## src/rtl/ethernet_header_rx.sv

```systemverilog
// Ethernet MAC header receiver: parses the 14-byte header of an MSB-first N-bit stream,
// filters on destination MAC and ethertype, and forwards the payload one cycle later.
module ethernet_header_rx #(
  parameter int          N        = 2,
  parameter logic [47:0] MAC_ADDR = 48'h69_69_5A_06_54_91
) (
  input  logic         clk,
  input  logic         rst,
  input  logic         axiiv,
  input  logic [N-1:0] axiid,
  output logic         axiov,
  output logic [N-1:0] axiod,
  output logic         ethertype_out,
  output logic [47:0]  src_mac_out,
  output logic         frame_start,
  output logic [7:0]   drop_count
);

  localparam int HDR      = 112 / N;
  localparam int DST_LAST = 48 / N - 1;
  localparam int CNT_W    = $clog2(HDR + 1);

  typedef enum logic [2:0] {
    IDLE,
    HEADER,
    PAYLOAD,
    DROP,
    WAIT_IDLE
  } state_t;

  state_t            r_state;
  logic [CNT_W-1:0]  r_cnt;
  logic [111-N:0]    r_hdr;
  logic              r_armed;
  logic              r_first;

  logic [111:0]      w_hdrNext;
  logic [15:0]       w_etherType;
  logic              w_dstEarlyOk;
  logic              w_dstFullOk;
  logic              w_typeOk;
  logic [7:0]        w_dropNext;

  // The incoming word completes the header; the destination is visible in the low
  // 48 bits at word DST_LAST and in the top 48 bits once all HDR words are in.
  assign w_hdrNext    = {r_hdr, axiid};
  assign w_etherType  = w_hdrNext[15:0];
  assign w_dstEarlyOk = (w_hdrNext[47:0] == MAC_ADDR) || (w_hdrNext[47:0] == 48'hFFFF_FFFF_FFFF);
  assign w_dstFullOk  = (w_hdrNext[111:64] == MAC_ADDR) || (w_hdrNext[111:64] == 48'hFFFF_FFFF_FFFF);
  assign w_typeOk     = (w_etherType == 16'h0800) || (w_etherType == 16'h0806);
  assign w_dropNext   = (drop_count == 8'hFF) ? 8'hFF : drop_count + 8'd1;

  // r_armed stays low after reset until axiiv has been seen low, so a frame cut by reset is never resumed.
  always_ff @(posedge clk or negedge rst) begin
    if (!rst) begin
      r_state       <= IDLE;
      r_cnt         <= '0;
      r_hdr         <= '0;
      r_armed       <= 1'b0;
      r_first       <= 1'b0;
      axiov         <= 1'b0;
      axiod         <= '0;
      ethertype_out <= 1'b0;
      src_mac_out   <= '0;
      frame_start   <= 1'b0;
      drop_count    <= '0;
    end else begin
      axiov       <= 1'b0;
      axiod       <= '0;
      frame_start <= 1'b0;
      case (r_state)
        IDLE: begin
          if (axiiv) begin
            if (r_armed) begin
              r_hdr   <= w_hdrNext[111-N:0];
              r_cnt   <= CNT_W'(1);
              r_state <= HEADER;
            end else begin
              r_state <= WAIT_IDLE;
            end
          end else begin
            r_armed <= 1'b1;
          end
        end

        HEADER: begin
          if (!axiiv) begin
            drop_count <= w_dropNext;
            r_state    <= IDLE;
          end else begin
            r_hdr <= w_hdrNext[111-N:0];
            r_cnt <= r_cnt + CNT_W'(1);
            if (r_cnt == CNT_W'(DST_LAST) && !w_dstEarlyOk) begin
              drop_count <= w_dropNext;
              r_state    <= DROP;
            end else if (r_cnt == CNT_W'(HDR - 1)) begin
              if (w_typeOk && w_dstFullOk) begin
                ethertype_out <= (w_etherType == 16'h0806);
                src_mac_out   <= w_hdrNext[63:16];
                r_first       <= 1'b1;
                r_state       <= PAYLOAD;
              end else begin
                drop_count <= w_dropNext;
                r_state    <= DROP;
              end
            end
          end
        end

        PAYLOAD: begin
          axiov <= axiiv;
          if (axiiv) begin
            axiod       <= axiid;
            frame_start <= r_first;
            r_first     <= 1'b0;
          end else begin
            r_first <= 1'b0;
            r_state <= IDLE;
          end
        end

        DROP: begin
          if (!axiiv) r_state <= IDLE;
        end

        WAIT_IDLE: begin
          if (!axiiv) begin
            r_armed <= 1'b1;
            r_state <= IDLE;
          end
        end

        default: r_state <= IDLE;
      endcase
    end
  end

endmodule

```

## config.mk

```make
export PLATFORM = sky130hd
export DESIGN_NAME = ethernet_header_rx
export DESIGN_NICKNAME = d
export VERILOG_FILES = /design/src/rtl/ethernet_header_rx.sv
export SDC_FILE = /design/constraint.sdc
export NUM_CORES = 1
export LEC_CHECK = 0
export CAP_MARGIN = 10
export CORE_MARGIN = 3
export CORE_UTILIZATION = 52
export DETAILED_ROUTE_END_ITERATION = 12
export PLACE_DENSITY = 0.76
export SLEW_MARGIN = 25
export SYNTH_ARGS = -nofsm -noshare
export SYNTH_HDL_FRONTEND = slang
export SYNTH_SLANG_ARGS = --single-unit
```

## constraint.sdc

```tcl
create_clock -name clk -period 2.2 [get_ports clk]
set_input_delay 0.22 -clock clk [delete_from_list [all_inputs] [get_ports clk]]
set_output_delay 0.22 -clock clk [all_outputs]
set_load 0.01 [all_outputs]
```

Word-level counts from Yosys, hierarchy flattened
Cells that the tools add are included.
W data, S select, Z words.
Operators by class
  reduce and logical (&&, ||, !) cells: 17
  $lt $le $gt $ge: 0
  add/subtract/negate cells: 2
  muxes and demuxes: 31
  div/mod/pow operators: 0
  shifts and indexed selects: 0
  multiply operators: 0
  equal/unequal tests: 23
  bitwise operators: 2
Operator list (count)
  $mux W110: 3
  $pmux W110 S2: 1
  $eq A48 B47 Y1 const B: 2
  $eq A48 B48 Y1 const B: 2
  $mux W8: 5
  $eq A16 B12 Y1 const B: 2
  $mux W3: 6
  $mux W6: 3
  $ne A2 B2 Y1 const B: 7
  $pmux W6 S2: 1
  $reduce_and A5 Y1: 2
  $pmux W3 S3: 1
  $add A8 B1 Y8 const B: 1
  $eq A8 B8 Y1 const B: 1
  $mux W1: 8
  $add A6 B1 Y6 const B: 1
  $eq A3 B2 Y1 const B: 2
  $eq A6 B5 Y1 const B: 1
  $eq A6 B6 Y1 const B: 1
  $reduce_and A3 Y1: 2
  $mux W2: 2
  $ne A4 B4 Y1 const B: 1
  $reduce_and A4 Y1: 1
  $reduce_bool A2 Y1: 2
  other kinds (13): 17
Storage, ports and cells
  register bits after elaboration: 182
  memories: 0
  word-level logic and storage cells: 86
  bits in writable memories: 0
  ROM bits: 0
  latch bits: 0
  output and inout port bits: 61

Longest topological paths before layout
  depth after elaboration: 8
  depth in mapped cells: 9
  mapped depth without buffers: 6

Worst setup path before layout
No wires, ideal clock.
  path type: flip-flop to flip-flop
  start point: reg r_hdr[85]
  end point: reg src_mac_out[0]
  stages on the path, launching flop included: 8
  slack: -0.006 ns
  arrival time: 2.081 ns
  path buffers: 2
  data required time: 2.075 ns
  cell sequence: dfrtp_1 > nor4_2 > nand4b_1 > o2bb2a_2 > or4_4 > buf_6 > buf_12 > mux2_4
Between the ends
  longest elaborated chain between the ends: 4
  elaborated cells between the ends (all ways): 5
RTL lines
  start, declared: line 33  | logic [111-N:0] r_hdr;
  start signal, assigned: line 75  | r_hdr <= w_hdrNext[111-N:0];
  start signal, assigned: line 91  | r_hdr <= w_hdrNext[111-N:0];
  $eq A48 B47 Y1 or $eq A48 B48 Y1 (tied branches): line 49  | assign w_dstFullOk = (w_hdrNext[111:64] == MAC_ADDR) || (w_hdrNext[111:64] == 48'hFFFF_FFFF_FFFF);
  $logic_or A1 B1 Y1 *: line 49
  $logic_and A1 B1 Y1 *: line 97  | if (w_typeOk && w_dstFullOk) begin
  $reduce_and A5 Y1 (no source line) *
  end signal, assigned: line 99  | src_mac_out <= w_hdrNext[63:16];
  end, declared: line 14  | output logic [47:0] src_mac_out,
Mark *: on every way between the ends. The rest lies on a longest branch, timed or not.
A chain may end at the register's enable or synchronous reset.

Final worst setup path
  start point: reg r_hdr[63]
  end point: reg src_mac_out[46]
The elaborated chain is that of the path after synthesis.

==> reports/qor.yml <==
global_routing:
  grt_pass1_vias: 4722
  grt_pass1_wl_microns: 24100
  antenna_found_initial: 0
  track_usage_pct: 18.8
  grt_overflow_total: 0
  grt_start_max_net_pins: 61
place:
  hpwl_microns: 9720
  portBuffers: 65
  dp_slack_ns: -0.409
  gp_congestion: 0.831
  placedCellCount: 795
cts:
  clock_tree.root_cell: "clkbuf_16"
  htreeDepth: 4
  path_clk_slew_ns: 0.07
  insertion_delay_ns: 0.42
  cts_buffer_depth: 2
  tritoncts: "yes"
  cts_buffers: 17
  cts_num_sinks: 182
detailed_routing:
  first_pass_iters: 4
  route.detailed.drc: 0
  first_iter_violations: 310
  drt_wl_total_microns: 14500
  vias: 4552
  detail-route-antenna-nets: 0
  wire_per_inst_microns: 17.5
  viasPerCell: 5.49
status:
  failed_checks: "negative setup slack"
  status: "finished with violations"
floorplanning:
  placementRows: 43
  start_util_pct: 54.0
  die_x_microns: 127
  die_h_microns: 127
  coreArea_sq_um: 14100
  dieArea_sq_um: 16100
  io_pins: 66
worst_hold_path:
  hp-class: "input pin to asynchronous set/reset pin"
layout:
  final_common_cell: "dfrtp_1"
  finalNonFillerCells: 829
  fin_nets: 643
  final_cell_mix: "179 x dfrtp_1, 118 x mux2_2, 64 x clkdlybuf4s50_1"
  antenna_cells: 0
  area_growth_pct: 25.9
  regArea_sq_um: 4560
  multiInputGateArea_sq_um: 2980
  drive_above_1_share_pct: 42.7
  fillerInstances: 950
logic_synthesis:
  synth_area_leaders: "dfrtp_1 60%, mux2_2 17%, mux2_4 9.3%, nand4_1 2.4%, nor4_1 1.2%"
  yosys_warnings: 0
  netlist_area_sq_um: 7610
  syn-instance-count: 510
  synth_largest_area_cell: "dfrtp_1"
  avgSynthCellArea_sq_um: 14.9
  synth-seq-area-share_pct: 59.8
  synth_seq_cells: 182
  syn_nets: 517
  synth.distinct_cells: 38
  ys.flop_type: "dfrtp_1"
  async_reset_ff_share_pct: 100
  yosys.area.top_type_share_pct: 59.8
  synth_enable_flop_cells: 0
timing:
  setup_violations: 49
  maxSlewHeadroom_pct: 59.1
  rsz0062_at_grt: "true"
  hold_viol: 0
  setup_tns_ns: -8.57
  finalWorstSetupSlack_ns: -0.211
  drv_slew: 0
  finalClockSkew_ns: 0.00731
  min_period_ns: 2.41
  worstMarginPinSlew_ns: 0.605
  clock.fmax_mhz: 415
  finalCritPeriodShare_pct: 110
critical_path:
  path_max_fanout: 38
  criticalPathCategory: "flip-flop to flip-flop"
  cp.required_ns: 2.50
  end_kind: "flip-flop"
  start_kind: "flip-flop"
  crit_arrival_ns: 2.71
run:
  drv_cap: 0
power:
  peakVddDrop_mv: 0.656
  leakage_uw: 0.00459
  power_density_nw_per_um2: 922
path summary, 6_finish.rpt:
kind / from / endpoint / cells past startpoint / slack [ns]
min in group clk: r_first / frame_start / 1 / 0.48
worst max register to register: r_hdr[63] / src_mac_out[46] / 6 / -0.21
worst max-delay path: r_hdr[63] / src_mac_out[46] / 6 / -0.21
worst min-delay path: rst / src_mac_out[7] / 2 / 0.35
max in group asynchronous: rst / r_hdr[64] / 3 / 1.14
worst min register to register: r_first / frame_start / 1 / 0.48
flip-flops by register name, summed over array words and instances, names as in the netlist:
register and flops:
r_first 1, ethertype_out 1, axiod 2, axiov 1, drop_count 8, r_armed 1
r_cnt 6, r_state 3, r_hdr 110, frame_start 1, src_mac_out 48
worst max-delay path: stages, from the launching register on:
cell and delay, ns:
dfrtp_1 0.44, nor4_4 0.34, nand4_1 0.17, o2bb2a_4 0.24, or4_4 0.51, buf_12 0.20, mux2_4 0.34
layout make-up:
| class | count | area share (%) |
|---|---|---|
| tap | 180 | 2.35 |
| clock buffer | 22 | 4.85 |
| timing repair buffer | 126 | 12.4 |
| inverter | 4 | 0.157 |
| sequential | 182 | 47.6 |
| multi-input combinational | 305 | 31.1 |
| clock inverter | 10 | 1.54 |
Yosys cell counts, types with 3 or more instances:
library cell and number:
buf_12 4, nand3_1 7, mux2_2 118, nand2_1 21
buf_2 6, nor3_1 10, nor4_2 3, and2_1 5
and3_1 4, mux2_4 47, nand4b_1 3, nor4_1 15
dfrtp_1 182, nor2_1 14, nand4_1 29, clkbuf_1 5
inv_1 4, o21ai_0 8
power by group:
group	internal, uW	switching (uW)	total (uW)
clock	1860	1230	3090
combinational	805	535	1340
sequential	3850	561	4410
metal layers:
layer / part of all wire, % / vias to the layer above / global-route usage (%)
li1: - / 2141 / -
met1: 46 / 2338 / 25.2
met2: 50 / 60 / 31.0
met3: 2.8 / 13 / 4.26
met4: 1.0 / 0 / 5.62
met5: 0 / - / 0
stage by stage:
step	utilization [%]	instance area [sq um]	hold WS (ns)	power [uW]
5_1_grt	68.0	9580	0.402	9240
3_3_place_gp	62.8	8850	0.233	5660
2_1_floorplan	-	7620	-0.0756	5070
4_1_cts	67.5	9510	0.354	8900
6_report	68.0	9580	0.349	8840
3_5_place_dp	62.8	8850	0.243	5760
kinds of logic (layout without fill, tap and decap cells):
| family | count (synthesis) | in the layout | synth area share [%] |
|---|---|---|---|
| DFF | 182 | 182 | 59.8 |
| xor gates and xnor gates | 1 | 1 | 0.115 |
| AOI/OAI and AO/OA | 17 | 17 | 1.56 |
| adders and majority gates | 2 | 2 | 0.329 |
| and+or+nand+nor | 118 | 118 | 8.81 |
| buffers and inverters | 23 | 162 | 2.33 |
| muxes | 167 | 167 | 27.0 |
what timing repair did:
action	CTS	global route
hold endpoints to repair	56	0
resized for setup	6	13
hold buffers	1	0
setup buffers	0	1
endpoints found under the setup margin	57	57
pin swaps	1	2
Power figures use the tool's default switching activity.
